--- config.mk ---
export PLATFORM = sky130hd
export DESIGN_NAME = mem_access_unit
export DESIGN_NICKNAME = d
export VERILOG_FILES = /design/src/rtl/mem_access_unit.sv
export SDC_FILE = /design/constraint.sdc
export NUM_CORES = 1
export LEC_CHECK = 0
export ABC_AREA = 1
export CAP_MARGIN = 10
export CORE_MARGIN = 2
export CORE_UTILIZATION = 40
export CTS_CLUSTER_SIZE = 16
export DETAILED_ROUTE_END_ITERATION = 10
export GPL_ROUTABILITY_DRIVEN = 0
export PLACE_DENSITY = 0.76
export SLEW_MARGIN = 0
export SYNTH_ARGS = -nofsm -noshare
export SYNTH_HDL_FRONTEND = slang
export SYNTH_SLANG_ARGS = --single-unit
--- constraint.sdc ---
create_clock -name clk -period 3.3 [get_ports clk]
set_input_delay 0.66 -clock clk [delete_from_list [all_inputs] [get_ports clk]]
set_output_delay 0.66 -clock clk [all_outputs]
set_load 0.005 [all_outputs]
--- src/rtl/mem_access_unit.sv ---
// mem_access_unit: load/store front-end for the MEM stage.
// Accepts one byte/halfword/word load or store per request and drives a
// word-only, big-endian RAM. Sub-word stores are read-modify-write. Loads
// are returned sign- or zero-extended.
// Ports:
//   clk, rst (sync, active-low)
//   req_valid/req_ready/req_op/req_addr/req_wdata : request channel
//   resp_valid/resp_rdata/resp_err                : one-cycle response
//   mem_ce/mem_we/mem_addr/mem_wdata/mem_rdata    : RAM port
module mem_access_unit #(
  parameter  int unsigned ADDR_W = 32,
  localparam int unsigned DATA_W = 32
) (
  input  logic              clk,
  input  logic              rst,
  input  logic              req_valid,
  output logic              req_ready,
  input  logic [3:0]        req_op,
  input  logic [ADDR_W-1:0] req_addr,
  input  logic [DATA_W-1:0] req_wdata,
  output logic              resp_valid,
  output logic [DATA_W-1:0] resp_rdata,
  output logic              resp_err,
  output logic              mem_ce,
  output logic              mem_we,
  output logic [ADDR_W-1:0] mem_addr,
  output logic [DATA_W-1:0] mem_wdata,
  input  logic [DATA_W-1:0] mem_rdata
);

  localparam logic [3:0] OP_LB  = 4'b0000;
  localparam logic [3:0] OP_LH  = 4'b0001;
  localparam logic [3:0] OP_LW  = 4'b0010;
  localparam logic [3:0] OP_LBU = 4'b0100;
  localparam logic [3:0] OP_LHU = 4'b0101;
  localparam logic [3:0] OP_SB  = 4'b1000;
  localparam logic [3:0] OP_SH  = 4'b1001;
  localparam logic [3:0] OP_SW  = 4'b1010;

  typedef enum logic [1:0] {IDLE, RD, WR, RESP} state_t;

  state_t              state, state_next;
  logic [3:0]          op_q;
  logic [ADDR_W-1:0]   addr_q;
  logic [DATA_W-1:0]   wdata_q;
  logic [DATA_W-1:0]   word_q;
  logic [DATA_W-1:0]   rdata_q;
  logic                err_q;

  logic                req_legal;
  logic                req_misaligned;
  logic                req_bad;
  logic                accept;
  logic [DATA_W-1:0]   merged;
  logic [DATA_W-1:0]   load_ext;
  logic [7:0]          lane_b;
  logic [15:0]         lane_h;
  logic [ADDR_W-1:0]   word_addr;

  // Request legality: op code and natural alignment of the access size.
  always_comb begin
    req_legal = 1'b0;
    case (req_op)
      OP_LB, OP_LH, OP_LW, OP_LBU, OP_LHU, OP_SB, OP_SH, OP_SW: req_legal = 1'b1;
      default: req_legal = 1'b0;
    endcase
  end

  assign req_misaligned = ((req_op[1:0] == 2'b01) && req_addr[0]) ||
                          ((req_op[1:0] == 2'b10) && (req_addr[1:0] != 2'b00));
  assign req_bad   = !req_legal || req_misaligned;
  assign accept    = req_valid && req_ready;
  assign word_addr = {addr_q[ADDR_W-1:2], 2'b00};

  // Big-endian lane select of the RAM read word, then extension.
  always_comb begin
    lane_b = 8'h00;
    case (addr_q[1:0])
      2'd0:    lane_b = mem_rdata[31:24];
      2'd1:    lane_b = mem_rdata[23:16];
      2'd2:    lane_b = mem_rdata[15:8];
      default: lane_b = mem_rdata[7:0];
    endcase
    lane_h = addr_q[1] ? mem_rdata[15:0] : mem_rdata[31:16];
    case (op_q[1:0])
      2'b00:   load_ext = op_q[2] ? {24'h000000, lane_b} : {{24{lane_b[7]}}, lane_b};
      2'b01:   load_ext = op_q[2] ? {16'h0000, lane_h} : {{16{lane_h[15]}}, lane_h};
      default: load_ext = mem_rdata;
    endcase
  end

  // Store word: the read-back word with the addressed lane replaced, or the full word for SW.
  always_comb begin
    merged = word_q;
    case (op_q[1:0])
      2'b00: begin
        case (addr_q[1:0])
          2'd0:    merged[31:24] = wdata_q[7:0];
          2'd1:    merged[23:16] = wdata_q[7:0];
          2'd2:    merged[15:8]  = wdata_q[7:0];
          default: merged[7:0]   = wdata_q[7:0];
        endcase
      end
      2'b01: begin
        if (addr_q[1]) merged[15:0]  = wdata_q[15:0];
        else           merged[31:16] = wdata_q[15:0];
      end
      default: merged = wdata_q;
    endcase
  end

  // Next state and RAM/handshake outputs; ce/we are gated by rst so a reset edge never writes.
  always_comb begin
    state_next = state;
    req_ready  = 1'b0;
    resp_valid = 1'b0;
    resp_err   = 1'b0;
    mem_ce     = 1'b0;
    mem_we     = 1'b0;
    mem_addr   = '0;
    mem_wdata  = '0;
    case (state)
      IDLE: begin
        req_ready = 1'b1;
        if (req_valid) begin
          if (req_bad)            state_next = RESP;
          else if (req_op == OP_SW) state_next = WR;
          else                    state_next = RD;
        end
      end
      RD: begin
        mem_ce     = rst;
        mem_addr   = word_addr;
        state_next = op_q[3] ? WR : RESP;
      end
      WR: begin
        mem_ce     = rst;
        mem_we     = rst;
        mem_addr   = word_addr;
        mem_wdata  = merged;
        state_next = RESP;
      end
      RESP: begin
        resp_valid = 1'b1;
        resp_err   = err_q;
        state_next = IDLE;
      end
      default: state_next = IDLE;
    endcase
  end

  // State register.
  always_ff @(posedge clk) begin
    if (!rst) state <= IDLE;
    else      state <= state_next;
  end

  // Request capture, RAM read word and load result registers.
  always_ff @(posedge clk) begin
    if (!rst) begin
      op_q    <= '0;
      addr_q  <= '0;
      wdata_q <= '0;
      err_q   <= 1'b0;
      word_q  <= '0;
      rdata_q <= '0;
    end else begin
      if (accept) begin
        op_q    <= req_op;
        addr_q  <= req_addr;
        wdata_q <= req_wdata;
        err_q   <= req_bad;
      end
      if (state == RD) begin
        word_q <= mem_rdata;
        if (!op_q[3]) rdata_q <= load_ext;
      end
    end
  end

  assign resp_rdata = rdata_q;

endmodule

# == After elaboration in Yosys (flattened, before gate mapping) ==
# Memory sizes are Yosys's and may differ from the RTL's.
# Index checks and enable logic that the tools add are counted.
# op_classes
n_eq_ne,10
muxes,24
n_bitwise,1
reduce_logical,13
# ops
op,n
$mux 32,4
$pmux 32 s2,2
$mux 16,3
$mux 8,4
$pmux 8 s3,1
$eq 2x1->1 const B,4
$eq 2x2->1 const B,4
$pmux 2 s4,1
$logic_not 2->1,3
$mux 1,6
$mux 2,3
$eq 4x4->1 const B,1
$logic_and 1x1->1,3
$reduce_or 3->1,1
$logic_or 1x1->1,2
$ne 2x2->1 const B,1
$reduce_and 2->1,1
$reduce_bool 2->1,1
$reduce_or 2->1,1
$logic_not 1->1,1
$not 1->1,1
# word_totals
register_bits,135
mem_bits_ro,16
input_bits,103
output_inout_bits,101
memories,1
# memory_table
memory,depth,width,read_ports,rd_clocked_by_memory_dff,wr,line_no,text
(no name shown),16,1,1,0,0,63,case (req_op)

# == Logic depth before layout (Yosys ltp) ==
# Gate-level depths: netlist of the first run.
# depth
ltp_word,7
depth_mapped,10
depth_no_buf,9

# == Worst setup path after synthesis of the first run ==
# OpenSTA, ideal clock, no wires.
# synth_path
path_kind,reg2out
startpoint,reg addr_q[0]
endpoint,out mem_wdata[21]
t_arrival_ps,1188
t_required_ps,2640
path_slack_ps,1452
path_stages_with_launch,9
path_cell_list,dfxtp_1 buf_2 inv_1 nor2_2 buf_2 o21ai_0 a21oi_1 nor2_1 nor2_1
# synth_via
elab_chain_len,4
# synth_lines
element,line_no,text
start: declaration,44,logic [ADDR_W-1:0] addr_q;
start signal: assignment,170,addr_q <= req_addr;
$eq 2x1->1,97,case (addr_q[1:0])
$mux 8,97,
$pmux 32 s2,95,case (op_q[1:0])
$mux 32,122,case (state)
end: declaration,27,"output logic [DATA_W-1:0] mem_wdata,"
# No other way between the ends.

# == Worst setup path in the final report of the first run ==
# layout_path
startpoint,reg addr_q[1]
endpoint,out mem_wdata[13]
# layout_via
elab_chain_len,4
# layout_lines
element,line_no
$eq 2x2->1,97
$mux 8,97
$pmux 32 s2 (*),95
$mux 32 (*),122
# Every way passes the cells marked *; elsewhere a longest branch is shown, timed or not.

==> results.txt, run 1 <==
Run status = finished clean
Final Cycle Share = 96.4%
Largest cells by area after synthesis = sky130_fd_sc_hd__dfxtp_1 40%, sky130_fd_sc_hd__o21ai_0 12%, sky130_fd_sc_hd__nor2_1 10%
Total met3 wirelength after detailed routing = 1.96 mm
Post-route core utilization = 57.4%
Data arrival, critical path = 2.52 ns
Sequential cell area fraction in the yosys report = 39.5%
Post-Route Hold Slack = 0.476 ns
Number of instances in the synthesized netlist = 1,020
Setup total negative slack = 0 ns
Skew-Pair Late Insertion Delay = 0.42 ns
Share of the synthesized area in compound gates (AO/OA/AOI/OAI) = 24.6%
Mapped Area = 0.00684 mm^2
Most frequent cells in the layout = 200 x sky130_fd_sc_hd__clkdlybuf4s50_1, 187 x sky130_fd_sc_hd__nor2_1, 158 x sky130_fd_sc_hd__o21ai_0
Sequential share of power = 33.2%
All-Layer GR Usage = 24.6%
Commonest non-fill, non-tap cell in the layout = sky130_fd_sc_hd__clkdlybuf4s50_1
Area taken by flip-flops and latches = 0.00270 mm^2
Number of distinct standard cells referenced by the synthesized netlist = 32
Cell internal power dissipation = 4440 uW
Final number of setup-violating endpoints = 0
Share of cells above drive strength 1 = 6.75%
Sw Pwr = 2490 uW
Root buffer cell = sky130_fd_sc_hd__clkbuf_16
Net count reported at finish = 1,294
Wire length on met2 = 10.5 mm
M1 WL = 9.21 mm
Count of antenna-violating nets left after detailed routing = 0
Cell with the largest stage delay on the worst path = sky130_fd_sc_hd__dfxtp_1
Worst slew pin tran = 0.751 ns
List of cells traversed by the critical path = inv_4 > nor2_4 > buf_12 > o211ai_1 > a21oi_1 > clkdlybuf4s50_1
Initial antenna violation count = 0
Horizontal die dimension = 135 um
Total Die Area = 0.0182 mm^2
Count of pins on the block boundary = 204
Fillcell total = 1,567
Site Rows = 47
Post-detail-place hpwl = 16.5 mm
Core Area = 0.0166 mm^2
Worst stage delay on the critical path = 0.62 ns
Die height = 135 um
Minimum clock period = 3.18 ns
Proportion of synthesized area in mux cells = 0%
Switching part of the total = 35.9%
Number of violations of the max-capacitance limit = 0
Ratio of total power to cell area = 726 mW/mm^2
Maximum clock path buffer count = 2
Number of I/O port buffers = 201
Worst-path maximum fanout = 23
Wirelength per Cell = 15.9 um
Number of iterations in the first detailed-routing pass = 5
Worst Setup End Kind = output port
Final Hold Violating Endpoints = 0
Clock network fraction of total power = 29.6%
Warnings, synthesis = 0
Normalized max-slew margin = 49.9%
Sum of buffers and inverters on the critical path = 3
Wire length of the first global-routing pass = 34.9 mm
Gate family responsible for the most delay along the worst path = buffers and inverters
Nature of the critical path startpoint = flip-flop
Number of buffers added to fix hold violations after cts = 0
Clock-pin slew reported for the worst setup and hold paths after clock tree synthesis = 0.06 ns
Synthesized area per cell = 6.70 um^2
Top layer used by detailed routing = met4
Area share of and/or/nand/nor cells after synthesis = 22.8%
Clock tree from TritonCTS = built
Largest family of logic cells by synthesized area = compound AO/OA/AOI/OAI gates
Count of pins over their slew limit = 0
Post-synthesis to final-layout area growth = 39.7%
Required time of the worst setup path = 2.64 ns
Total CTS buffers = 17
Violation count after the first detailed-routing iteration = 646
Share of the synthesized area in the top cell type = 39.5%
Unrepaired setup endpoints after global routing = false
Routed via count divided by cell count = 5.15
Category of the most critical setup path = reg2out
N_diodes = 0
Maximum clock frequency = 314 MHz
Parity-gate share of the synthesized area counting xor and xnor cells = 0%
Remaining DRCs = 0
Remaining global-route overflow = 0
Peak VDD IR = 0.476 mV
Post-Route Skew = 0.00631 ns
Lkg Pwr = 0.00413 uW
Top cell type by total area after synthesis = sky130_fd_sc_hd__dfxtp_1
Via count = 7,317
Pin count of the biggest net entering global routing = 59
Flops & latches, synth = 135
Number of levels in the clock H-tree = 4
Path category of the worst min-delay check = reg2reg
Sum of routed wire length over all layers = 22.5 mm
Starting density of the core = 41.1%
Area of the multi-input gates = 0.00331 mm^2
Adder and majority gate portion of the synthesized area = 0.732%
Combinational power share = 37.2%
Number of global-route vias before repair = 6,881
CTS sink count = 135
==> worst paths after layout <==
kind                        end  slack (ns)  cells past startpoint      start
setup / recovery  mem_wdata[13]        0.12                      6  addr_q[1]
hold reg to reg           err_q        0.48                      2      err_q
setup reg to reg       state[0]        1.33                      9   state[0]
hold / removal            err_q        0.48                      2      err_q
==> final cells by class <==
class	count	share of cell area, %
Inverter	121	4.85
Multi-Input combinational cell	692	34.6
Sequential cell	135	28.3
Clock buffer	21	4.92
Clock inverter	11	1.78
Timing Repair Buffer	220	22.6
Tap cell	220	2.88
==> worst reg2reg max path, stage by stage (launching register included) <==
cell and delay (ns):
sky130_fd_sc_hd__dfxtp_1 0.40, sky130_fd_sc_hd__inv_1 0.08, sky130_fd_sc_hd__ha_1 0.29, sky130_fd_sc_hd__nand2_2 0.36, sky130_fd_sc_hd__clkinv_1 0.16, sky130_fd_sc_hd__buf_4 0.25
sky130_fd_sc_hd__nand2_1 0.11, sky130_fd_sc_hd__nand3_1 0.08, sky130_fd_sc_hd__nor2_1 0.11, sky130_fd_sc_hd__nor2_1 0.04
==> cells by family (layout without fill, tap and decap cells) <==
logic type,count (synthesis),count (layout)
buf+inv,194,373
simple gates,376,376
flops,135,135
compound gates,310,310
other cells,1,2
fa+ha+maj,4,4
==> metrics by stage <==
stage / cell area, um^2 / worst slack, ns / std cells / power, uW
2_1_floorplan: 6840 / 1.45 / 1021 / 3850
3_3_place_gp: 8860 / 0.557 / 1385 / 4790
3_5_place_dp: 8860 / 0.492 / 1385 / 4850
4_1_cts: 9500 / 0.0307 / 1417 / 6920
5_1_grt: 9550 / 0.0220 / 1420 / 7360
6_report: 9550 / 0.117 / 1420 / 6930
==> cell usage after synthesis <==
| cell | n |
|---|---|
| sky130_fd_sc_hd__a21oi_2 | 6 |
| sky130_fd_sc_hd__o211ai_1 | 23 |
| sky130_fd_sc_hd__nand2_4 | 1 |
| sky130_fd_sc_hd__a22oi_1 | 6 |
| sky130_fd_sc_hd__nor2_2 | 2 |
| sky130_fd_sc_hd__nand3_1 | 39 |
| sky130_fd_sc_hd__o21ai_2 | 1 |
| sky130_fd_sc_hd__clkinv_1 | 1 |
| sky130_fd_sc_hd__a31oi_1 | 14 |
| sky130_fd_sc_hd__buf_2 | 17 |
| sky130_fd_sc_hd__clkbuf_1 | 41 |
| sky130_fd_sc_hd__ha_1 | 4 |
| sky130_fd_sc_hd__inv_1 | 116 |
| sky130_fd_sc_hd__nand3_2 | 2 |
| sky130_fd_sc_hd__buf_4 | 4 |
| sky130_fd_sc_hd__o21bai_1 | 1 |
| sky130_fd_sc_hd__buf_6 | 10 |
| sky130_fd_sc_hd__nor2_1 | 188 |
| sky130_fd_sc_hd__o21ai_4 | 1 |
| sky130_fd_sc_hd__nand3_4 | 1 |
| sky130_fd_sc_hd__nor2_4 | 5 |
| sky130_fd_sc_hd__nor2_8 | 1 |
| sky130_fd_sc_hd__conb_1 | 1 |
| sky130_fd_sc_hd__o21ai_0 | 158 |
| sky130_fd_sc_hd__o21ai_1 | 3 |
| sky130_fd_sc_hd__buf_1 | 1 |
| sky130_fd_sc_hd__nand2_2 | 2 |
| sky130_fd_sc_hd__dfxtp_1 | 135 |
| sky130_fd_sc_hd__a21oi_1 | 96 |
| sky130_fd_sc_hd__nand2_1 | 135 |
| sky130_fd_sc_hd__o21a_1 | 1 |
| sky130_fd_sc_hd__inv_2 | 4 |
==> registers in the layout, indices dropped and copies added, names as in the netlist <==
signal,count
op_q,4
resp_rdata,32
err_q,1
state,2
wdata_q,32
word_q,32
addr_q,32
==> timing repair <==
action | 4_1_cts | 5_1_grt
setup buffers | 0 | 3
gates resized for setup | 0 | 8
endpoints found under the hold margin | 0 | 0
setup endpoints to repair | 0 | 21
==> power groups by stage <==
stage	Clock (uW)	Sequential, uW	Combinational [uW]
after global placement	0	2310	2470
after floorplan	0	2230	1610
final	2050	2300	2580
after global routing	2150	2340	2860
after CTS	2080	2290	2540
after detailed placement	0	2330	2520
==> metal layers <==
layer | GRT usage (%) | vias up
met1 | 29.6 | 3300
met5 | 0 | -
met2 | 40.5 | 320
met3 | 6.91 | 59
met4 | 11.8 | 0
li1 | - | 3638
(Power assumes the default switching activity.)
==> run 2, diff against run 1 <==
--- a/config.mk
+++ b/config.mk
@@ -6,14 +6,14 @@
 export NUM_CORES = 1
 export LEC_CHECK = 0
 export ABC_AREA = 1
-export CAP_MARGIN = 10
+export CAP_MARGIN = 15
 export CORE_MARGIN = 2
 export CORE_UTILIZATION = 40
 export CTS_CLUSTER_SIZE = 16
 export DETAILED_ROUTE_END_ITERATION = 10
 export GPL_ROUTABILITY_DRIVEN = 0
 export PLACE_DENSITY = 0.76
-export SLEW_MARGIN = 0
+export SKIP_CTS_REPAIR_TIMING = 1
 export SYNTH_ARGS = -nofsm -noshare
 export SYNTH_HDL_FRONTEND = slang
 export SYNTH_SLANG_ARGS = --single-unit
==> results of run 2 <==
The final DEF is identical to that of run 1; final timing and power are the same.
